## src/rtl/uart_tx_feeder.sv

```systemverilog
// uart_tx_feeder: byte FIFO plus a small sequencer that launches one byte at a
// time into the UART transmitter using its DV / active / done handshake.
module uart_tx_feeder #(
    parameter int UART_DATA_WIDTH = 8,
    parameter int FIFO_DEPTH      = 16,
    parameter int ADDR_WIDTH      = 4
) (
    input  logic                       i_Clock,
    input  logic                       i_Rst_n,
    input  logic                       i_Wr_En,
    input  logic [UART_DATA_WIDTH-1:0] i_Wr_Data,
    input  logic                       i_Flush,
    input  logic                       i_Clr_Ovf,
    output logic                       o_Full,
    output logic                       o_Empty,
    output logic [ADDR_WIDTH:0]        o_Count,
    output logic                       o_Overflow,
    output logic                       o_Busy,
    output logic                       o_Tx_DV,
    output logic [UART_DATA_WIDTH-1:0] o_Tx_Byte,
    input  logic                       i_Tx_Active,
    input  logic                       i_Tx_Done
);

    localparam logic [ADDR_WIDTH:0] DEPTH_C = (ADDR_WIDTH+1)'(FIFO_DEPTH);
    localparam logic [ADDR_WIDTH:0] ONE_C   = (ADDR_WIDTH+1)'(1);

    typedef enum logic [2:0] {
        S_IDLE,
        S_SEND,
        S_WAIT_ACT,
        S_WAIT_DONE,
        S_WAIT_CLR
    } state_t;

    state_t state, state_nxt;

    logic [UART_DATA_WIDTH-1:0] mem [FIFO_DEPTH];
    logic [ADDR_WIDTH-1:0]      wr_ptr, rd_ptr;
    logic [ADDR_WIDTH:0]        count_nxt;
    logic                       pop, flush_do, push, ovf_set;

    // A write while full is always dropped, even if a pop frees a slot this cycle.
    assign push    = i_Wr_En && !o_Full && !flush_do;
    assign ovf_set = i_Wr_En && o_Full;
    assign o_Busy  = (state != S_IDLE) || !o_Empty;

    // State register; reset drops any byte in flight and returns to idle.
    always_ff @(posedge i_Clock or negedge i_Rst_n) begin
        if (!i_Rst_n) state <= S_IDLE;
        else          state <= state_nxt;
    end

    // Next-state and pop/flush decisions; flush only honoured while idle.
    always_comb begin
        state_nxt = state;
        pop       = 1'b0;
        flush_do  = 1'b0;
        case (state)
            S_IDLE: begin
                if (i_Flush) begin
                    flush_do = 1'b1;
                end else if (!o_Empty) begin
                    pop       = 1'b1;
                    state_nxt = S_SEND;
                end
            end
            S_SEND:      state_nxt = S_WAIT_ACT;
            S_WAIT_ACT:  if (i_Tx_Active) state_nxt = S_WAIT_DONE;
            S_WAIT_DONE: if (i_Tx_Done)   state_nxt = S_WAIT_CLR;
            // Wait for done to drop so the transmitter is idle before the next DV.
            S_WAIT_CLR:  if (!i_Tx_Done)  state_nxt = S_IDLE;
            default:     state_nxt = S_IDLE;
        endcase
    end

    // Occupancy after this edge.
    always_comb begin
        count_nxt = o_Count;
        if (flush_do) begin
            count_nxt = '0;
        end else begin
            case ({push, pop})
                2'b10:   count_nxt = o_Count + ONE_C;
                2'b01:   count_nxt = o_Count - ONE_C;
                default: count_nxt = o_Count;
            endcase
        end
    end

    // Storage array; no reset needed, occupancy tracking guards reads.
    always_ff @(posedge i_Clock) begin
        if (push) mem[wr_ptr] <= i_Wr_Data;
    end

    // Pointers wrap naturally at FIFO_DEPTH; count and flags are registered.
    always_ff @(posedge i_Clock or negedge i_Rst_n) begin
        if (!i_Rst_n) begin
            wr_ptr  <= '0;
            rd_ptr  <= '0;
            o_Count <= '0;
            o_Full  <= 1'b0;
            o_Empty <= 1'b1;
        end else begin
            if (flush_do) begin
                wr_ptr <= '0;
                rd_ptr <= '0;
            end else begin
                if (push) wr_ptr <= wr_ptr + 1'b1;
                if (pop)  rd_ptr <= rd_ptr + 1'b1;
            end
            o_Count <= count_nxt;
            o_Full  <= (count_nxt == DEPTH_C);
            o_Empty <= (count_nxt == '0);
        end
    end

    // Sticky overflow; a new overflow beats a clear in the same cycle.
    always_ff @(posedge i_Clock or negedge i_Rst_n) begin
        if (!i_Rst_n)       o_Overflow <= 1'b0;
        else if (ovf_set)   o_Overflow <= 1'b1;
        else if (i_Clr_Ovf) o_Overflow <= 1'b0;
    end

    // Transmitter interface: DV is a single-cycle pulse, byte held until next pop.
    always_ff @(posedge i_Clock or negedge i_Rst_n) begin
        if (!i_Rst_n) begin
            o_Tx_DV   <= 1'b0;
            o_Tx_Byte <= '0;
        end else begin
            o_Tx_DV <= pop;
            if (pop) o_Tx_Byte <= mem[rd_ptr];
        end
    end

endmodule

```

## config.mk

```make
export PLATFORM = sky130hd
export DESIGN_NAME = uart_tx_feeder
export DESIGN_NICKNAME = d
export VERILOG_FILES = /design/src/rtl/uart_tx_feeder.sv
export SDC_FILE = /design/constraint.sdc
export NUM_CORES = 1
export LEC_CHECK = 0
export ABC_AREA = 1
export CORE_MARGIN = 3
export CORE_UTILIZATION = 64
export DETAILED_ROUTE_END_ITERATION = 16
export GPL_TIMING_DRIVEN = 0
export MAX_ROUTING_LAYER = met4
export PLACE_DENSITY = 0.86
export SLEW_MARGIN = 0
export SYNTH_ARGS = -nofsm -noshare
export SYNTH_HDL_FRONTEND = slang
export SYNTH_SLANG_ARGS = --single-unit
```

## constraint.sdc

```tcl
create_clock -name i_Clock -period 3.9 [get_ports i_Clock]
set_input_delay 0.78 -clock i_Clock [delete_from_list [all_inputs] [get_ports i_Clock]]
set_output_delay 0.78 -clock i_Clock [all_outputs]
set_load 0.005 [all_outputs]
```

==> results.toml <==
[detailed_routing]
vias = 4747
drc = 0
ant_nets = 0
wl_per_cell_um = 19.44
drtIter0Drc = 525
drt_first_pass_iters = 7
drt_wl_total_um = 15240
vias_per_cell = 6.055

[clock_network]
cts.sinks = 156
hold_buffers = 0
cts_root_buf = "clkbuf_8"
cts.htree.levels = 4
cts_max_path_buffers = 2
cts_buffers = 17
clk_pin_slew_ns = 0.07
ctsResizeCount = 0
cts_tree = "done"
cts_setup_buffers = 0
clock_latency_ns = 0.54

[setup_path]
start_kind = "input port"
path_depth = 18
critPathArrivalTime_ns = 3.28
path_delay_family = "buffers and inverters"
path_common_cell = "nand2_1"
reg2reg_depth = 19
endpoint_kind = "flop"
cp_max_fo = 12
worst_path_max_delay_cell = "clkdlybuf4s50_1"
worstSetupPathType = "input port to flop"
critPathMaxStageDelay_ns = 0.40
crit_path_cell_trace = "clkdlybuf4s50_1 > inv_1 > nand3_1 > inv_1 > buf_2 > ha_1 > buf_4 > xor2_1 > ha_1 > inv_1 > nand2_1 > nand3_1 > nand2_1 > nand2_1 > nand2_1 > nand2_1 > a21oi_1 > nor2_1"
crit_required_ns = 4.37
cp.buffers_inverters = 6

[synth]
synth_ff_type = "edfxtp_1"
ys_async_sr_fraction_pct = 17.95
synth_cell_type_count = 28
synth-simple-area-share_pct = 14.45
syn_inst = 587
ys_ff_latch = 156
ys_warn_count = 0
synth_compound_area_share_pct = 10.05
netlist_area_sq_um = 6624
synth_top_family_by_area = "simple AND/OR/NAND/NOR gates"
synth.avg_cell_area_sq_um = 11.28
synth-seq-area-share_pct = 68.62
synth_edf_count = 128
synth_nets = 610
synthXorXnorAreaFrac_pct = 0.5289
synth.area.mux_share_pct = 0
synth_adder_area_share_pct = 1.511

[pwr]
total_power_w = 0.005669
power_frac_seq_pct = 38.4
ir_worst_vdd_mv = 0.5230
leakagePower_nw = 2.891
swShare_pct = 36.46
combPwrFrac_pct = 34.6
power_density_nw_per_um2 = 739.8
clkPwrFrac_pct = 26.9
p_sw_w = 0.002066
power.internal_w = 0.003602

[min_path]
hold_class = "flop to flop"
hold_depth = 2

[grt]
grt_max_degree = 29
grt_pass1_wl_um = 23650
grt_pass1_vias = 4610
grt_antenna_before_repair = 0
grt_usage_pct = 28.81
globalRouteOverflowTotal = 0

[placement]
portBuffers = 32
place_ws_ns = 0.6118
place.gp.congestion = 0.9191
hpwl_um = 9950

[die]
die_height_um = 107.7
coreArea_sq_um = 9910
num_rows = 36
fp.dieArea_sq_um = 11610
dieWidth_um = 107.7
ioPinCount = 33
initial_core_util_pct = 66.84

[outcome]
outcome = "completed"

[sta]
skew_ns = 0.008413
fin_tns_setup_ns = 0
max_freq_mhz = 355.9
finalSetupViolCount = 0
setup_slack_ns = 1.091
hold_viol_final = 0
rsz0062_at_grt = "false"
maxSlewHeadroom_pct = 18.53
tightest_slew_ns = 1.218
final.period_utilization_pct = 72.04
fin_crit_ns = 2.809
hold_ws_ns = 0.4782
slew_viol_final = 0

[final_layout]
drive_gt1_share_pct = 9.985
syn_to_final_growth_pct = 15.68
nets = 661
antenna_cells = 0

[flow_run]
drv_cap = 0
-- cell families after synthesis --
kind of cell               Yosys count
and+or+nand+nor                    240
DFF                                156
AOI/OAI and AO/OA                  115
buffers and inverters               64
adders and majority gates            8
xor gates and xnor gates             4
-- cell type report --
| class | count | area [sq um] |
|---|---|---|
| flip-flops and latches | 156 | 4546 |
| well taps | 133 | 166.4 |
| clock buffers | 17 | 414.1 |
| multi-input cells | 367 | 1758 |
| repair buffers | 32 | 320.3 |
| fillers | 571 | 2247 |
| inverters | 35 | 131.4 |
| clock inverters | 15 | 137.6 |
| plain buffers | 29 | 188.9 |
-- power groups by stage --
stage	Clock, W	Combinational (W)	Sequential [W]
2_1_floorplan	0	0.00126	0.00218
3_3_place_gp	0	0.00181	0.00219
3_5_place_dp	0	0.00188	0.00221
4_1_cts	0.00153	0.00194	0.00218
5_1_grt	0.00161	0.00217	0.00220
6_report	0.00153	0.00196	0.00218
-- layer usage --
metal / wire length, um / vias up / global-route usage, %
met2: 7642 / 284 / 45.78
met3: 1513 / 47 / 7.259
met1: 5525 / 2274 / 35.73
li1: - / 2142 / -
met5: 0 / - / -
met4: 559 / 0 / 11.90
-- cell usage after synthesis (2+ instances only) --
cell type,number,area share [%]
o21ai_0,58,4.4
nand3_1,27,2.0
dfrtp_1,27,10
nand2_2,2,0.19
nand2_1,79,4.5
clkinv_1,2,0.11
o211ai_1,32,3.6
nor3_1,4,0.30
ha_1,8,1.5
buf_4,5,0.57
clkbuf_1,5,0.28
xnor2_1,3,0.40
a21oi_1,6,0.45
inv_1,31,1.8
edfxtp_1,128,58
o21ai_1,16,1.2
inv_2,2,0.11
nor2_1,125,7.1
buf_2,13,0.98
buf_6,6,1.0
-- sequential cells by signal, indices dropped and copies added (netlist names) --
name        count
wr_ptr          4
rd_ptr          4
o_Tx_DV         1
o_Full          1
o_Empty         1
o_Tx_Byte       8
o_Count         5
mem           128
o_Overflow      1
state           3
-- worst paths after layout --
| path | startpoint | to | slack [ns] |
|---|---|---|---|
| max | i_Flush | o_Empty | 1.09 |
| min | o_Tx_Byte[1] | o_Tx_Byte[1] | 0.48 |
| max reg2reg | state[1] | o_Empty | 1.14 |
| min reg2reg | o_Tx_Byte[1] | o_Tx_Byte[1] | 0.48 |
| max in group asynchronous | i_Rst_n | state[1] | 2.28 |
| min in group asynchronous | i_Rst_n | o_Tx_Byte[5] | 0.89 |
-- worst reg2reg max path: stages, from the launching register on --
cell and delay [ns]:
dfrtp_1 0.42, nor2_2 0.16, nand2_2 0.09, inv_1 0.08, nand3_1 0.14, inv_1 0.12
buf_2 0.26, ha_1 0.18, buf_4 0.14, xor2_1 0.21, ha_1 0.18, inv_1 0.04
nand2_1 0.09, nand3_1 0.11, nand2_1 0.07, nand2_1 0.04, nand2_1 0.05, nand2_1 0.06
a21oi_1 0.18, nor2_1 0.07
-- cells in the final DEF, fill, tap and decap left out, drive strengths merged --
| master | instances |
|---|---|
| clkinvlp | 3 |
| a21oi | 7 |
| buf | 24 |
| edfxtp | 128 |
| ha | 8 |
| xor2 | 1 |
| clkbuf | 22 |
| bufinv | 1 |
| clkinv | 8 |
| inv | 38 |
| o211ai | 32 |
| nor3 | 4 |
| clkdlybuf4s50 | 32 |
| nor2 | 127 |
| dfstp | 1 |
| nand2 | 81 |
| dfrtp | 27 |
| xnor2 | 3 |
| nand3 | 27 |
| nand4 | 1 |
| o21ai | 75 |
| o21a | 1 |
-- through the flow --
| step | cells | cell area [sq um] | util (%) |
|---|---|---|---|
| after floorplan | 587 | 6624 | - |
| after global placement | 752 | 7111 | 71.76 |
| after detailed placement | 752 | 7111 | 71.76 |
| after CTS | 784 | 7662 | 77.32 |
| after global routing | 784 | 7662 | 77.32 |
| final | 784 | 7662 | 77.32 |
No activity file was read; power rests on OpenSTA's default activity.
